===== config.mk =====
export PLATFORM = sky130hd
export DESIGN_NAME = data_mem_arbiter
export DESIGN_NICKNAME = d
export VERILOG_FILES = /design/src/rtl/data_mem_arbiter.sv
export SDC_FILE = /design/constraint.sdc
export NUM_CORES = 1
export LEC_CHECK = 0
export ABC_CLOCK_PERIOD_IN_PS = 2000
export BUFFER_PORTS_ARGS = -buffer_cell sky130_fd_sc_hd__buf_2
export CAP_MARGIN = 20
export CORE_AREA = 2 2 480 482
export DETAILED_ROUTE_END_ITERATION = 8
export DIE_AREA = 0 0 482 484
export SETUP_SLACK_MARGIN = 0.2
export SLEW_MARGIN = 30
export SYNTH_ARGS = -nofsm -noshare
export SYNTH_HDL_FRONTEND = slang
export SYNTH_SLANG_ARGS = --single-unit

===== constraint.sdc =====
create_clock -name clk -period 2 [get_ports clk]
set_input_delay 0.3 -clock clk [delete_from_list [all_inputs] [get_ports clk]]
set_output_delay 0.3 -clock clk [all_outputs]
set_load 0.02 [all_outputs]

===== src/rtl/data_mem_arbiter.sv =====
// data_mem_arbiter
//   Shares the data memory's scalar and vector ports between the scalar and
//   vector load/store units. Each access is sequenced through an ACC phase
//   (registered one-hot strobes, latched address/data) and a RESP phase
//   (read data capture). Simultaneous requests are resolved round-robin.
//   Optional feature: define ADDR_CHECK_EN to flag accesses whose address
//   bits above ADDR_BITS are non-zero (granted, no strobe, err pulse, reads
//   return zero). Without it, err stays 0 and addresses pass through as-is.
module data_mem_arbiter #(
  parameter int N          = 24,
  parameter int VW         = 256,
  parameter int ADDR_BITS  = 14,
  parameter int VEC_CYCLES = 4
) (
  input  logic          clk,
  input  logic          rst,
  input  logic          s_req,
  input  logic          s_we,
  input  logic [N-1:0]  s_addr,
  input  logic [N-1:0]  s_wdata,
  output logic          s_gnt,
  output logic          s_rvalid,
  output logic [N-1:0]  s_rdata,
  input  logic          v_req,
  input  logic          v_we,
  input  logic [N-1:0]  v_addr,
  input  logic [VW-1:0] v_wdata,
  output logic          v_gnt,
  output logic          v_rvalid,
  output logic [VW-1:0] v_rdata,
  output logic [N-1:0]  scalar_data_address,
  output logic [N-1:0]  write_scalar_data,
  output logic [N-1:0]  vector_data_address,
  output logic [VW-1:0] write_vector_data,
  output logic          ScalarMemRead,
  output logic          ScalarMemWrite,
  output logic          VectorMemRead,
  output logic          VectorMemWrite,
  input  logic [N-1:0]  scalar_data_read,
  input  logic [VW-1:0] vector_data,
  output logic          busy,
  output logic          err
);

  typedef enum logic [2:0] {
    IDLE   = 3'd0,
    S_ACC  = 3'd1,
    S_RESP = 3'd2,
    V_ACC  = 3'd3,
    V_RESP = 3'd4
  } state_t;

  localparam int CW = $clog2(VEC_CYCLES + 1);
  localparam logic [CW-1:0] CNT_LOAD = CW'(VEC_CYCLES - 1);

`ifdef ADDR_CHECK_EN
  localparam logic CHECK_EN = 1'b1;
`else
  localparam logic CHECK_EN = 1'b0;
`endif

  state_t        state;
  logic [CW-1:0] vec_cnt;
  logic          last_grant_v;
  logic          lat_we;
  logic          lat_bad;

  logic          s_out_of_range;
  logic          v_out_of_range;
  logic          pick_s;
  logic          pick_v;

  // Out-of-range detection on the incoming addresses; constant 0 when the check is disabled
  assign s_out_of_range = CHECK_EN && (s_addr[N-1:ADDR_BITS] != '0);
  assign v_out_of_range = CHECK_EN && (v_addr[N-1:ADDR_BITS] != '0);

  // Round-robin choice: on a tie the requester that was not granted last wins
  always_comb begin
    pick_s = 1'b0;
    pick_v = 1'b0;
    if (s_req && (!v_req || last_grant_v)) begin
      pick_s = 1'b1;
    end else if (v_req) begin
      pick_v = 1'b1;
    end
  end

  assign busy = (state != IDLE);

  // Access sequencer: state, vector hold counter and every registered output
  always_ff @(posedge clk) begin
    if (rst) begin
      state               <= IDLE;
      vec_cnt             <= '0;
      last_grant_v        <= 1'b1;
      lat_we              <= 1'b0;
      lat_bad             <= 1'b0;
      s_gnt               <= 1'b0;
      v_gnt               <= 1'b0;
      s_rvalid            <= 1'b0;
      v_rvalid            <= 1'b0;
      s_rdata             <= '0;
      v_rdata             <= '0;
      scalar_data_address <= '0;
      write_scalar_data   <= '0;
      vector_data_address <= '0;
      write_vector_data   <= '0;
      ScalarMemRead       <= 1'b0;
      ScalarMemWrite      <= 1'b0;
      VectorMemRead       <= 1'b0;
      VectorMemWrite      <= 1'b0;
      err                 <= 1'b0;
    end else begin
      s_gnt    <= 1'b0;
      v_gnt    <= 1'b0;
      s_rvalid <= 1'b0;
      v_rvalid <= 1'b0;
      err      <= 1'b0;
      case (state)
        IDLE: begin
          if (pick_s) begin
            state               <= S_ACC;
            last_grant_v        <= 1'b0;
            s_gnt               <= 1'b1;
            scalar_data_address <= s_addr;
            write_scalar_data   <= s_wdata;
            lat_we              <= s_we;
            lat_bad             <= s_out_of_range;
            err                 <= s_out_of_range;
            ScalarMemRead       <= !s_we && !s_out_of_range;
            ScalarMemWrite      <= s_we && !s_out_of_range;
          end else if (pick_v) begin
            state               <= V_ACC;
            last_grant_v        <= 1'b1;
            v_gnt               <= 1'b1;
            vec_cnt             <= CNT_LOAD;
            vector_data_address <= v_addr;
            write_vector_data   <= v_wdata;
            lat_we              <= v_we;
            lat_bad             <= v_out_of_range;
            err                 <= v_out_of_range;
            VectorMemRead       <= !v_we && !v_out_of_range;
            VectorMemWrite      <= v_we && !v_out_of_range;
          end
        end
        S_ACC: begin
          state          <= S_RESP;
          ScalarMemRead  <= 1'b0;
          ScalarMemWrite <= 1'b0;
        end
        S_RESP: begin
          state <= IDLE;
          if (!lat_we) begin
            s_rdata  <= lat_bad ? '0 : scalar_data_read;
            s_rvalid <= 1'b1;
          end
        end
        V_ACC: begin
          if (vec_cnt == '0) begin
            state          <= V_RESP;
            VectorMemRead  <= 1'b0;
            VectorMemWrite <= 1'b0;
          end else begin
            vec_cnt <= vec_cnt - CW'(1);
          end
        end
        V_RESP: begin
          state <= IDLE;
          if (!lat_we) begin
            v_rdata  <= lat_bad ? '0 : vector_data;
            v_rvalid <= 1'b1;
          end
        end
        default: begin
          state <= IDLE;
        end
      endcase
    end
  end

endmodule

Word-level counts from Yosys, hierarchy flattened
Cells that the tools add are included.
{ "classes": {"mux": 31, "n_reduce_logical": 24, "bitwise": 5, "n_addsub": 1, "eq_ne": 10} }
{ "ops": {"columns": ["cell", "count"], "rows": [
  ["$mux 256", 1],
  ["$mux 24", 1],
  ["$mux 1", 18],
  ["$mux 3", 5],
  ["$reduce_and 2->1", 6],
  ["$ne 2x2->1 const B", 5],
  ["$pmux 3 s3", 1],
  ["$pmux 1 s2", 4],
  ["$reduce_and 4->1", 2],
  ["$eq 3x2->1 const B", 2],
  ["$logic_not 3->1", 2],
  ["$pmux 3 s2", 1],
  ["$reduce_bool 2->1", 3],
  ["$reduce_or 2->1", 3],
  ["$not 1->1", 5],
  ["$eq 3x1->1 const B", 1],
  ["$eq 3x3->1 const B", 1],
  ["$logic_not 1->1", 3],
  ["$ne 3x3->1 const B", 1],
  ["$reduce_and 3->1", 1],
  ["$reduce_bool 3->1", 1],
  ["$reduce_or 3->1", 1],
  ["$sub 3x1->3 const B", 1],
  ["$logic_and 1x1->1", 1],
  ["$logic_or 1x1->1", 1]
]} }
{ "word_totals": {"regBits": 625, "in_bits": 614} }

Longest topological paths before layout
{ "depth": {"word_depth": 7, "mapped_depth": 8, "depth_no_buf": 6} }

Worst setup path before layout
No wires, ideal clock.
{ "synth_path": {"path_type": "reg-to-reg", "start": "reg state[2]", "end": "reg vector_data_address[0]", "setup_slack_ns": 0.481, "path_stages_with_launch": 8, "synth_period_minus_slack_ns": 1.519, "arrival_time_ns": 1.387, "path_cell_list": "dfxtp_1 buf_2 nor3_4 nand3_1 buf_2 buf_1 nand2_1 a21oi_1"} }
{ "synth_between": {"elab_chain_cells": 2} }
{ "synth_rtl": {"columns": ["item", "line_no", "rtl"], "rows": [
  ["start: declaration", "62", "state_t state;"],
  ["start signal: assignment", "93", "state <= IDLE;"],
  ["start signal: assignment", "122", "state <= S_ACC;"],
  ["start signal: assignment", "133", "state <= V_ACC;"],
  ["$logic_not 3->1", "119", "case (state)"],
  ["$reduce_and 3->1 (no line)", null, null],
  ["end signal: assignment", "137", "vector_data_address <= v_addr;"],
  ["end: declaration", "33", "output logic [N-1:0] vector_data_address,"]
]} }
No other way between the ends.
A chain may end at the register's enable or synchronous reset.

Worst setup path in the final report
{ "layout_path": {"start": "reg state[2]", "end": "out busy"} }
{ "layout_between": {"elab_chain_cells": 1} }
{ "layout_rtl": {"columns": ["item", "line_no", "rtl"], "rows": [
  ["$reduce_bool 3->1", "88", "assign busy = (state != IDLE);"],
  ["end: declaration", "41", "output logic busy,"]
]} }
No other way between the ends.

==> impl.org <==
** Power
- Leakage power summed over all cells :: 17.6 nW
- Worst VDD drop :: ~0.6 mV
- Areal power density over the cells :: about 860 nW/um2
- The design draws 0.0357 W.

** Finish
- Number of filler instances in the final layout :: approximately 26000
- Total area of multi-input combinational cells :: just over 8000 um2
- Syn-to-layout area delta :: 92.7%
- With fillers left out, the area of the finished cells amounts to around 41000 um2.
- The top cell types in the final layout, fill and taps aside, are 1222 x sky130_fd_sc_hd__buf_2, 1125 x sky130_fd_sc_hd__nand2_1, 620 x sky130_fd_sc_hd__dfxtp_1, 612 x sky130_fd_sc_hd__dlygate4sd3_1, 567 x sky130_fd_sc_hd__a21oi_1.
- Area used by sequential logic in the layout :: around 13000 um2
- Of the cells placed in the final design, the portion with a size suffix greater than 1 is 0.326.
- The library cell used most frequently in the layout, excluding fill and tap cells, is sky130_fd_sc_hd__buf_2.
- Excluding fillers, the count of instances in the completed layout stands at approximately 7700.
- After the last flow step, the layout net total stands at 5112.

** Synthesis
- The synthesized netlist occupies a cell area of roughly 21000 um2.
- Each instance of the synthesized netlist takes up on average just over 8 um2.
- Net count after synthesis :: between 3000 and 4000
- Warning count from the yosys run :: 0
- Counting flops and latches in the post-synthesis netlist gives 624.
- Cells after synthesis :: 2662
- The number of different library cells used by synthesis comes to 31.
- Seq/Total Area, Yosys :: 0.581

** Detailed routing
- For this run, the detailed router's first-pass iteration total came to 5.
- After detailed routing, the number of vias per cell comes to about 3.5.
- Once detail routing completed, the nets flagged for antenna violations numbered 0.
- Final wirelength :: 211000 um
- Number of remaining DRC errors :: 0
- Vias :: approximately 27000
- Average wire length per cell after detail routing :: between 20 and 30 um
- In this run, the number of DRC markers left after iteration 0 of detailed routing was 1712.

** Timing
- In the post-route analysis, the smallest setup slack over all paths is approximately 190 ps.
- Dividing the final minimum period by the clock period gives 0.907.
- Adding up every negative setup slack in the final design gives 0 ps.
- Timing would allow up to approximately 550 MHz.
- Setup violations remaining at the end of the flow were counted as 0.
- Count of endpoints failing hold in the final timing report :: 0
- Final worst path period need :: approximately 1800 ps
- Unrepaired setup endpoints after global routing :: true
- The number of pins with negative max-slew slack in the final report came to 0.
- Across the routed clock network, the largest skew measured is about 36 ps.

** Run status
- Status :: completed

** Clock tree
- The clock passes through at most 3 buffers.
- Worst-Skew Late Latency :: approximately 700 ps
- Clock-pin slew was measured on the worst setup and hold paths at 60 ps.
- TritonCTS built the clock tree.
- The H-tree was split into 3 levels.
- Cell at the root of the clock tree :: sky130_fd_sc_hd__clkbuf_16
- Number of buffers inserted during clock tree synthesis :: 82
- Clock net sink count :: between 600 and 700

** Worst setup path
- Data arrives at the worst endpoint at between 1500 and 2000 ps.
- The worst setup path is launched from a flop.
- Critical path fanouts, max :: 5
- Data required time of the critical path :: between 1500 and 2000 ps
- Worst setup path class :: reg2out
- Critical path endpoint category :: primary output

** Global routing
- Number of global-route vias before repair :: between 20000 and 30000
- For this run the aggregate overflow at the end of global routing stands at 0.
- The first global-routing pass estimated approximately 260000 um of wire.
- The initial antenna violation count is around 260.
- Entering global routing, the biggest net connects 78 pins.
- For this run, the total global-route usage over all layers was measured as 0.172.

** Placed design
- Once placement completed, the tool counted placed cells totaling approximately 6800.
- Timing analysis after detailed placement gives a worst setup slack of 74.7 ps.
- The count of buffers added on input and output ports is between 1000 and 1500.
- Placer Congestion :: 0.962
- DP Area :: approximately 32000 um2
- HPWL after detailed placement :: around 180000 um

** Die
- Number of core rows :: roughly 180
- Placeable core region :: roughly 230000 um2
- Effective utilization at floorplan :: 0.0940
- approximately 1200 I/O pins were placed.
- Chip width :: 482 um
- Y dimension of the die :: around 480 um
- The floorplan step defined a die boundary enclosing 233000 um2.

** Run
- Max cap viols :: 0

** Min path
- In this run the worst hold path is classified as in2reg.
==> state kept, by name (all words and copies together), names as in the netlist <==
signal and cells:
s_gnt 1, v_rvalid 1, v_rdata 256, lat_we 1, ScalarMemRead 1, s_rdata 24
ScalarMemWrite 1, last_grant_v 1, scalar_data_address 24, write_vector_data 256, VectorMemWrite 1, vec_cnt 3
write_scalar_data 24, state 3, vector_data_address 24, s_rvalid 1, VectorMemRead 1, v_gnt 1
==> critical path, cell delays in order, from the launching register on <==
cell and delay, ps:
sky130_fd_sc_hd__dfxtp_4 360, sky130_fd_sc_hd__nor3_4 220, sky130_fd_sc_hd__inv_2 90, sky130_fd_sc_hd__buf_6 140
==> metrics by stage <==
step | util | hold slack [ps]
6_report | 0.181 | 128
5_1_grt | 0.180 | 153
4_1_cts | 0.179 | 39.9
3_5_place_dp | 0.139 | 441
3_3_place_gp | 0.139 | 438
2_1_floorplan | - | 403
==> routing by layer <==
| metal | up-vias | routed length (um) | GRT usage |
|---|---|---|---|
| li1 | 12400 | - | - |
| met1 | 12200 | 74900 | 0.173 |
| met2 | 1388 | 95300 | 0.282 |
| met3 | 463 | 31900 | 0.118 |
| met4 | 90 | 8250 | 0.0552 |
| met5 | - | 605 | 0 |
==> Yosys cell counts <==
master	n	area, um2
sky130_fd_sc_hd__inv_1	5	18.8
sky130_fd_sc_hd__nand2b_1	2	12.5
sky130_fd_sc_hd__and3b_1	1	8.76
sky130_fd_sc_hd__buf_2	71	355
sky130_fd_sc_hd__buf_4	28	210
sky130_fd_sc_hd__o32ai_1	1	8.76
sky130_fd_sc_hd__nor4b_2	2	30.0
sky130_fd_sc_hd__buf_1	6	22.5
sky130_fd_sc_hd__a211oi_1	2	15.0
sky130_fd_sc_hd__and3_1	1	6.26
sky130_fd_sc_hd__nand2_1	1125	4220
sky130_fd_sc_hd__buf_6	1	11.3
sky130_fd_sc_hd__a211o_1	2	17.5
sky130_fd_sc_hd__ha_1	2	25.0
sky130_fd_sc_hd__o22ai_1	1	6.26
sky130_fd_sc_hd__nand3_1	5	25.0
sky130_fd_sc_hd__nor3_4	1	16.3
sky130_fd_sc_hd__o21ai_0	1	5.00
sky130_fd_sc_hd__o31ai_1	2	15.0
sky130_fd_sc_hd__nor3_1	4	20.0
sky130_fd_sc_hd__nor2_1	56	210
sky130_fd_sc_hd__dfxtp_1	624	12500
sky130_fd_sc_hd__a21oi_1	567	2840
sky130_fd_sc_hd__clkbuf_1	96	360
sky130_fd_sc_hd__mux2i_1	48	480
sky130_fd_sc_hd__conb_1	1	3.75
sky130_fd_sc_hd__nand4b_1	1	8.76
sky130_fd_sc_hd__nand4_1	1	6.26
sky130_fd_sc_hd__nand3b_1	2	15.0
sky130_fd_sc_hd__nor2b_1	2	12.5
sky130_fd_sc_hd__a221oi_1	1	8.76
==> worst paths after layout <==
| kind | startpoint | endpoint | slack, ps | depth (start not counted) |
|---|---|---|---|---|
| worst min register to register | write_vector_data[154] | write_vector_data[154] | 450 | 2 |
| worst min-delay path | v_req | state[1] | 130 | 5 |
| worst max register to register | state[2] | write_vector_data[209] | 230 | 7 |
| worst max-delay path | state[2] | busy | 190 | 3 |
==> power breakdown <==
part,total (W),internal [W],switching [W]
Combinational,0.00635,0.00248,0.00386
Sequential,0.0134,0.0130,0.000328
Clock,0.0160,0.00960,0.00643
Total,0.0357,0.0251,0.0106
==> kinds of logic (layout without fill, tap and decap cells) <==
group / after synthesis / after routing / synth area share
fa+ha+maj: 2 / 2 / 0.00116
buf+inv: 207 / 2101 / 0.0455
flops: 624 / 624 / 0.581
other cells: 1 / 131 / 0.000175
compound gates: 577 / 577 / 0.136
mux: 48 / 48 / 0.0224
simple gates: 1203 / 1203 / 0.214
==> layout make-up <==
cell class | count | share of cell area
clock inverter | 33 | 0.0123
timing repair buffer | 1952 | 0.334
sequential | 624 | 0.302
clock buffer | 111 | 0.0570
tap | 3026 | 0.0914
multi-input combinational | 1831 | 0.195
antenna | 130 | 0.00786
inverter | 5 | 0.000453
==> repair_timing <==
action                                 CTS  global route
endpoints found under the hold margin  613             0
gates cloned                             1             6
hold buffers                           612             0
pin swaps                                1             2
setup endpoints to repair              282           219
resized for setup                       17             8
buffers inserted                         5             6
No activity file was read; power rests on OpenSTA's default activity.
